### src/rtl/fu_mul_sequencer_pkg.sv
// Shared function_unit select codes and the multiply sequencer state encodings.
package fu_mul_sequencer_pkg;

  localparam logic [4:0] FS_TSA = 5'd0;
  localparam logic [4:0] FS_INC = 5'd1;
  localparam logic [4:0] FS_ADD = 5'd2;
  localparam logic [4:0] FS_SUB = 5'd5;
  localparam logic [4:0] FS_AND = 5'd8;
  localparam logic [4:0] FS_OR  = 5'd10;
  localparam logic [4:0] FS_XOR = 5'd12;
  localparam logic [4:0] FS_NOT = 5'd14;
  localparam logic [4:0] FS_LSL = 5'd16;
  localparam logic [4:0] FS_LSR = 5'd17;

  localparam logic [2:0] ST_IDLE = 3'd0;
  localparam logic [2:0] ST_TEST = 3'd1;
  localparam logic [2:0] ST_ADD  = 3'd2;
  localparam logic [2:0] ST_SHL  = 3'd3;
  localparam logic [2:0] ST_SHR  = 3'd4;
  localparam logic [2:0] ST_DONE = 3'd5;

endpackage

### src/rtl/fu_mul_sequencer.sv
// Shift-and-add unsigned multiplier that borrows the shared function_unit for every
// arithmetic step; it owns no adder or shifter of its own.
module fu_mul_sequencer
  import fu_mul_sequencer_pkg::*;
#(
  parameter int WIDTH    = 32,
  parameter int MAX_ITER = 32
) (
  input  logic             clk,
  input  logic             rst,
  input  logic             start,
  input  logic [WIDTH-1:0] op_a,
  input  logic [WIDTH-1:0] op_b,
  output logic             busy,
  output logic             done,
  output logic [WIDTH-1:0] product,
  output logic             ovf,
  output logic             fu_own,
  output logic [WIDTH-1:0] fu_a,
  output logic [WIDTH-1:0] fu_b,
  output logic [4:0]       fu_fs,
  output logic [4:0]       fu_sh,
  input  logic [WIDTH-1:0] fu_f,
  input  logic             fu_c,
  input  logic             fu_z
);

  localparam int             IW        = $clog2(MAX_ITER + 1);
  localparam logic [IW-1:0]  LAST_ITER = IW'(MAX_ITER - 1);

  logic [2:0]       state_q, state_d;
  logic [WIDTH-1:0] mcand_q, mcand_d;
  logic [WIDTH-1:0] mplier_q, mplier_d;
  logic [WIDTH-1:0] acc_q, acc_d;
  logic [IW-1:0]    iter_q, iter_d;
  logic             ovf_acc_q, ovf_acc_d;
  logic [WIDTH-1:0] product_q, product_d;
  logic             ovf_q, ovf_d;

  always_comb begin
    // NOTE: every output of this block gets a default first so no path can infer a latch.
    state_d   = state_q;
    mcand_d   = mcand_q;
    mplier_d  = mplier_q;
    acc_d     = acc_q;
    iter_d    = iter_q;
    ovf_acc_d = ovf_acc_q;
    product_d = product_q;
    ovf_d     = ovf_q;
    fu_a      = '0;
    fu_b      = '0;
    fu_fs     = FS_TSA;
    fu_sh     = '0;

    case (state_q)
      ST_IDLE: begin
        if (start) begin
          mcand_d   = op_a;
          mplier_d  = op_b;
          acc_d     = '0;
          ovf_acc_d = 1'b0;
          iter_d    = '0;
          state_d   = ST_TEST;
        end
      end
      ST_TEST: begin
        fu_a    = mplier_q;
        fu_b    = WIDTH'(1);
        fu_fs   = FS_AND;
        state_d = fu_z ? ST_SHL : ST_ADD;
      end
      ST_ADD: begin
        fu_a      = acc_q;
        fu_b      = mcand_q;
        fu_fs     = FS_ADD;
        acc_d     = fu_f;
        ovf_acc_d = ovf_acc_q | fu_c;
        state_d   = ST_SHL;
      end
      ST_SHL: begin
        fu_a    = mcand_q;
        fu_b    = mcand_q;
        fu_fs   = FS_LSL;
        fu_sh   = 5'd1;
        mcand_d = fu_f;
        // A set bit falling off the multiplicand only matters if a later multiplier bit would still add it.
        if (mcand_q[WIDTH-1] && (|mplier_q[WIDTH-1:1])) ovf_acc_d = 1'b1;
        state_d = ST_SHR;
      end
      ST_SHR: begin
        fu_a     = mplier_q;
        fu_b     = mplier_q;
        fu_fs    = FS_LSR;
        fu_sh    = 5'd1;
        mplier_d = fu_f;
        iter_d   = iter_q + IW'(1);
        state_d  = (fu_z || iter_q == LAST_ITER) ? ST_DONE : ST_TEST;
      end
      ST_DONE: begin
        product_d = acc_q;
        ovf_d     = ovf_acc_q;
        state_d   = ST_IDLE;
      end
      default: state_d = ST_IDLE;
    endcase
  end

  // NOTE: state registers use non-blocking assignments so all of them update together at the edge.
  always_ff @(posedge clk or posedge rst) begin
    if (rst) begin
      state_q   <= ST_IDLE;
      mcand_q   <= '0;
      mplier_q  <= '0;
      acc_q     <= '0;
      iter_q    <= '0;
      ovf_acc_q <= 1'b0;
      product_q <= '0;
      ovf_q     <= 1'b0;
    end else begin
      state_q   <= state_d;
      mcand_q   <= mcand_d;
      mplier_q  <= mplier_d;
      acc_q     <= acc_d;
      iter_q    <= iter_d;
      ovf_acc_q <= ovf_acc_d;
      product_q <= product_d;
      ovf_q     <= ovf_d;
    end
  end

  assign busy    = (state_q != ST_IDLE);
  assign fu_own  = busy;
  assign done    = (state_q == ST_DONE);
  // The result is already visible in the DONE cycle, before the holding register loads it.
  assign product = done ? acc_q : product_q;
  assign ovf     = done ? ovf_acc_q : ovf_q;

endmodule

### config.mk
export PLATFORM = sky130hd
export DESIGN_NAME = fu_mul_sequencer
export DESIGN_NICKNAME = d
export VERILOG_FILES = /design/src/rtl/fu_mul_sequencer_pkg.sv /design/src/rtl/fu_mul_sequencer.sv
export SDC_FILE = /design/constraint.sdc
export NUM_CORES = 1
export LEC_CHECK = 0
export ABC_AREA = 1
export CAP_MARGIN = 25
export CORE_MARGIN = 1
export CORE_UTILIZATION = 33
export CTS_BUF_LIST = sky130_fd_sc_hd__clkbuf_4 sky130_fd_sc_hd__clkbuf_8
export DETAILED_ROUTE_END_ITERATION = 16
export GPL_TIMING_DRIVEN = 0
export MAX_ROUTING_LAYER = met4
export PLACE_DENSITY = 0.65
export SETUP_SLACK_MARGIN = 0.02
export SLEW_MARGIN = 20
export SYNTH_ARGS = -nofsm -noshare
export SYNTH_HDL_FRONTEND = slang
export SYNTH_SLANG_ARGS = --single-unit
### constraint.sdc
create_clock -name clk -period 9.7 [get_ports clk]
set_clock_uncertainty 0.1 [all_clocks]
set_input_delay 1.94 -clock clk [delete_from_list [all_inputs] [get_ports clk]]
set_output_delay 1.94 -clock clk [all_outputs]
set_load 0.02 [all_outputs]
## Word level (Yosys, flattened, before mapping)

Cells that the tools add are included.

- Bits in registers: 139
- Bits of input ports: 101
- Output and inout port bits: 110
- Logic and storage cells: 55

- Add/subtract/negate cells: 1
- Equality and inequality tests: 8
- Muxes and demuxes: 21
- Bitwise gates (word level): 1
- Reduce and logical (&&, ||, !) cells: 16

Operators with widths:

| kind | number |
|---|---|
| case mux 32 bit (2 select lines) | 3 |
| case mux 32 bit (3 select lines) | 2 |
| two-way mux 32 bit | 4 |
| OR reduction 31 bit | 1 |
| case mux 5 bit (4 select lines) | 1 |
| case mux 3 bit (5 select lines) | 1 |
| case mux 6 bit (2 select lines) | 1 |
| adder 6 x 1 -> 6 bit (second input constant) | 1 |
| equality test 3 x 2 -> 1 bit (second input constant) | 2 |
| equality test 3 bit (second input constant) | 2 |
| equality test 6 x 5 -> 1 bit (second input constant) | 1 |
| two-way mux 3 bit | 2 |
| two-way mux 6 bit | 1 |
| AND reduction 2 bit | 3 |
| nonzero test 2 bit | 3 |
| nonzero test 3 bit | 2 |
| OR reduction 2 bit | 3 |
| two-way mux 1 bit | 5 |
| inequality test 2 bit (second input constant) | 2 |
| equality test 3 x 1 -> 1 bit (second input constant) | 1 |
| logical NOT 3 bit | 1 |
| case mux 1 bit (3 select lines) | 1 |
| AND reduction 3 bit | 1 |
| logical AND 1 bit | 1 |
| other kinds (2) | 2 |

## Depth between registers and ports, before layout

- Depth after elaboration: 4
- Depth in mapped cells: 8
- Depth with buffers taken out: 7

## Least setup slack after synthesis

No wires, ideal clock.

- Path type: reg-to-output
- Start: register state_q[0]
- End: output port product[22]
- Arrival: 1.618 ns
- Required time: 7.660 ns
- Slack: 6.042 ns
- Stages on the path, launching flop included: 6
- Buffers on the path: 1
- Cell sequence: dfrtp_1 -> inv_2 -> nor3_4 -> inv_2 -> clkbuf_1 -> o21ai_0

- Longest elaborated chain between the ends: 2

Ends and longest elaborated chain:

| what | RTL line | source |
|---|---|---|
| start: declaration | fu_mul_sequencer.sv:31 | `logic [2:0] state_q, state_d;` |
| start signal: assignment | fu_mul_sequencer.sv:120 | `state_q <= state_d;` |
| equality test 3 bit | fu_mul_sequencer.sv:133 | `assign done = (state_q == ST_DONE);` |
| named net done | fu_mul_sequencer.sv:15 | `output logic done,` |
| two-way mux 32 bit | -- |  |
| end: declaration | fu_mul_sequencer.sv:16 | `output logic [WIDTH-1:0] product,` |

The timed path passes the listed nets, and every way through them passes these cells.

## Final worst setup path

- Start: register state_q[1]
- End: output port fu_a[0]

- Longest elaborated chain between the ends: 3
- Elaborated cells between the ends (all ways): 6
- Those cells by class: 4 x eq/ne; 1 x mux; 1 x reduce/logical

Ends and longest elaborated chain:

| what | RTL line | source |
|---|---|---|
| equality test 3 bit or equality test 3 x 1 -> 1 bit (tied branches) | fu_mul_sequencer.sv:55 | `case (state_q)` |
| OR reduction 2 bit (no line) | -- |  |
| case mux 32 bit (3 select lines) (*) | fu_mul_sequencer.sv:55 |  |
| end: declaration | fu_mul_sequencer.sv:19 | `output logic [WIDTH-1:0] fu_a,` |

Every way passes the cells marked *; elsewhere a longest branch is shown, timed or not.

==> results.ini <==
[placement]
dpl_cell_area_mm2 = 0.00913
dp_hpwl_mm = 18.5
post-place-ws_ns = 5.38
place_congestion = 0.835
dp_cells = 1245
io_buffers = 205

[timing]
hold_slack_ns = 0.380
rsz0062_at_grt = false
maxSlewViolCount = 0
hold_viol = 0
setup_violations = 0
worst-slew-pin-transition_ns = 0.762
fin_setup_tns_ns = 0
worst_slack_ns = 4.82
layout_min_cycle_time_ns = 4.88
max-slew-margin-rel_pct = 49.2
post-route-period-util_pct = 50.3
clock.fmax_mhz = 205

[critical_path]
cpMaxStageDelayCell = clkdlybuf4s50_1
r2r-end = acc_q[4]
arrival_ns = 2.84
timing.rr.start = state_q[2]
path_class = reg -> out
startpoint_type = flop
path_cells = nor2_2, nand2_2, nand2_1, buf_2, a22oi_1, o21ai_0, clkdlybuf4s50_1
slowest_delay_ns = 0.67
r2r_slack_ns = 7.83
reg2reg_depth = 8
crit_required_ns = 7.66
cp_max_fo = 10
cp-end-kind = output port

[worst_hold_path]
min_path_type = reg -> reg
hold_start = ovf_q
hold_end = ovf_q
worstHoldPathCells = 2

[synth]
syn_avg_cell_area_um2 = 8.70
synth-compound-area-share_pct = 25.5
syn_area_mm2 = 0.00670
ys_ff_latch = 139
yosys-mux-area-fraction_pct = 0
yosys_warnings = 0
yosys.area_share.adder_pct = 0.187
netlist-cell-type-count = 30
yosysSeqAreaShare_pct = 51.9
synth_xor_xnor_area_share_pct = 0.392
synthCells = 770
synth_top_family_by_area = compound AO/OA/AOI/OAI gates
synth-simple-area-share_pct = 9.40

[drt]
wl_per_cell_um = 20.2
drc = 0
viasPerCell = 5.18
drt_iter0_drc = 650
routed_wl_mm = 25.8
antenna_left = 0
num_vias = 6614
drtPass1Iterations = 5

[finish]
final_cell_mix = clkdlybuf4s50_1, dfrtp_1, inv_1
synthToLayoutAreaGrowth_pct = 42.6
drive_gt1_share_pct = 9.49
fin_area_mm2 = 0.00955
fin_nets = 1101
layout_commonest_cell = clkdlybuf4s50_1
fin_cells = 1278

[global_routing]
grt_pass1_vias = 6408
grt_max_degree = 90
grt_usage_pct = 25.9
antenna_found_initial = 1
grt_first_pass_wirelength_mm = 37.7
grt_overflow = 0

[clocking]
post_cts_buffers = 0
clock-root-buffer = clkbuf_8
cts_tree = yes
clk_pin_slew_worst_paths_ns = 0.08
cts_resized = 0
insertion_delay_ns = 0.46
htreeDepth = 4
cts_hold_buf = 0
clock-sinks = 139
ctsLongestPathBuffers = 2
cts_inserted_buffers = 17

[die]
dieArea_mm2 = 0.0209
start_util_pct = 34.1
ioPinCount = 211
die_h_um = 144
core_mm2 = 0.0197
die_w_um = 144
rows = 51

[power]
irDropWorstVdd_uv = 175
power_density_mw_per_mm2 = 393
p_leak_uw = 0.00424

[job]
max-cap-violations = 0

[run_status]
status = finished clean

[flip-flops by register name (all words and copies together) (netlist names)]
register   count
acc_q         32
iter_q         6
mcand_q       32
mplier_q      32
ovf_acc_q      1
ovf_q          1
product_q     32
state_q        3
[worst max path at each step]
stage / startpoint / endpoint / slack, ns / depth (start not counted)
3_5_place_dp: state_q[1] / fu_a[0] / 5.38 / 7
3_3_place_gp: rst / product_q[24] / 1.76 / 2
2_1_floorplan: rst / acc_q[0] / 3.94 / 1
6_report: state_q[1] / fu_a[0] / 4.82 / 7
4_1_cts: state_q[1] / fu_a[0] / 4.86 / 7
5_1_grt: state_q[0] / fu_a[0] / 4.68 / 7
[synth_stat cells]
master    number  area, um2
a211oi_1      15        113
a21oi_1       36        180
a22o_1         1       8.76
a22oi_1       32        240
buf_1          2       7.51
buf_2         31        155
buf_4         12       90.1
buf_6          4       45.0
clkbuf_1      10       37.5
conb_1         1       3.75
dfrtp_1      139       3480
ha_1           1       12.5
inv_1        128        480
inv_2          6       22.5
nand2_1       83        312
nand2_2        3       18.8
nand3_1        3       15.0
nand3_2        1       10.0
nor2_1        38        143
nor2_2         1       6.26
nor2_4         3       33.8
nor3_1        15       75.1
nor3_4         1       16.3
o211ai_1      18        135
o21ai_0       67        335
o21ai_1       26        130
o221ai_1       1       8.76
o22ai_1       89        557
xnor2_1        1       8.76
xor2_1         2       17.5
[area by class of cell]
cell class	count	area, um2
Antenna cell	1	2.50
Inverter	134	510
Multi-Input combinational cell	442	2390
Clock buffer	20	269
Fill cell	1925	10100
Sequential cell	139	3480
Tap cell	265	332
Buffer	59	335
Timing Repair Buffer	206	2080
Clock inverter	12	146
[critical path: cells and delay by family, from the launching register on]
| kind | cells | cell delay (ns) |
|---|---|---|
| compound gates | 2 | 0.28 |
| simple gates | 3 | 0.62 |
| buf+inv | 2 | 1.03 |
| flops | 1 | 0.45 |
[layer usage]
layer	GRT usage [%]	wire (um)
met1	34.6	11500
met2	39.4	12300
met3	4.60	1620
met4	8.81	484
met5	-	0
[metrics by stage]
step | utilization, % | total power [uW]
3_5_place_dp | 46.5 | 3240
4_1_cts | 48.6 | 3740
2_1_floorplan | - | 2200
6_report | 48.6 | 3750
5_1_grt | 48.6 | 3970
3_3_place_gp | 46.3 | 3210
[logic make-up after synthesis]
logic type,after synthesis
flops,139
buf+inv,193
other cells,1
simple gates,148
fa+ha+maj,1
compound gates,285
xor+xnor,3
[power by group]
group	leakage, uW	total [uW]	switching [uW]	internal (uW)
logic	0.00234	2270	1380	889
registers	0.00170	977	138	839
clock network	0.000208	500	232	268
total	0.00424	3750	1750	2000
No activity file was read; power rests on OpenSTA's default activity.
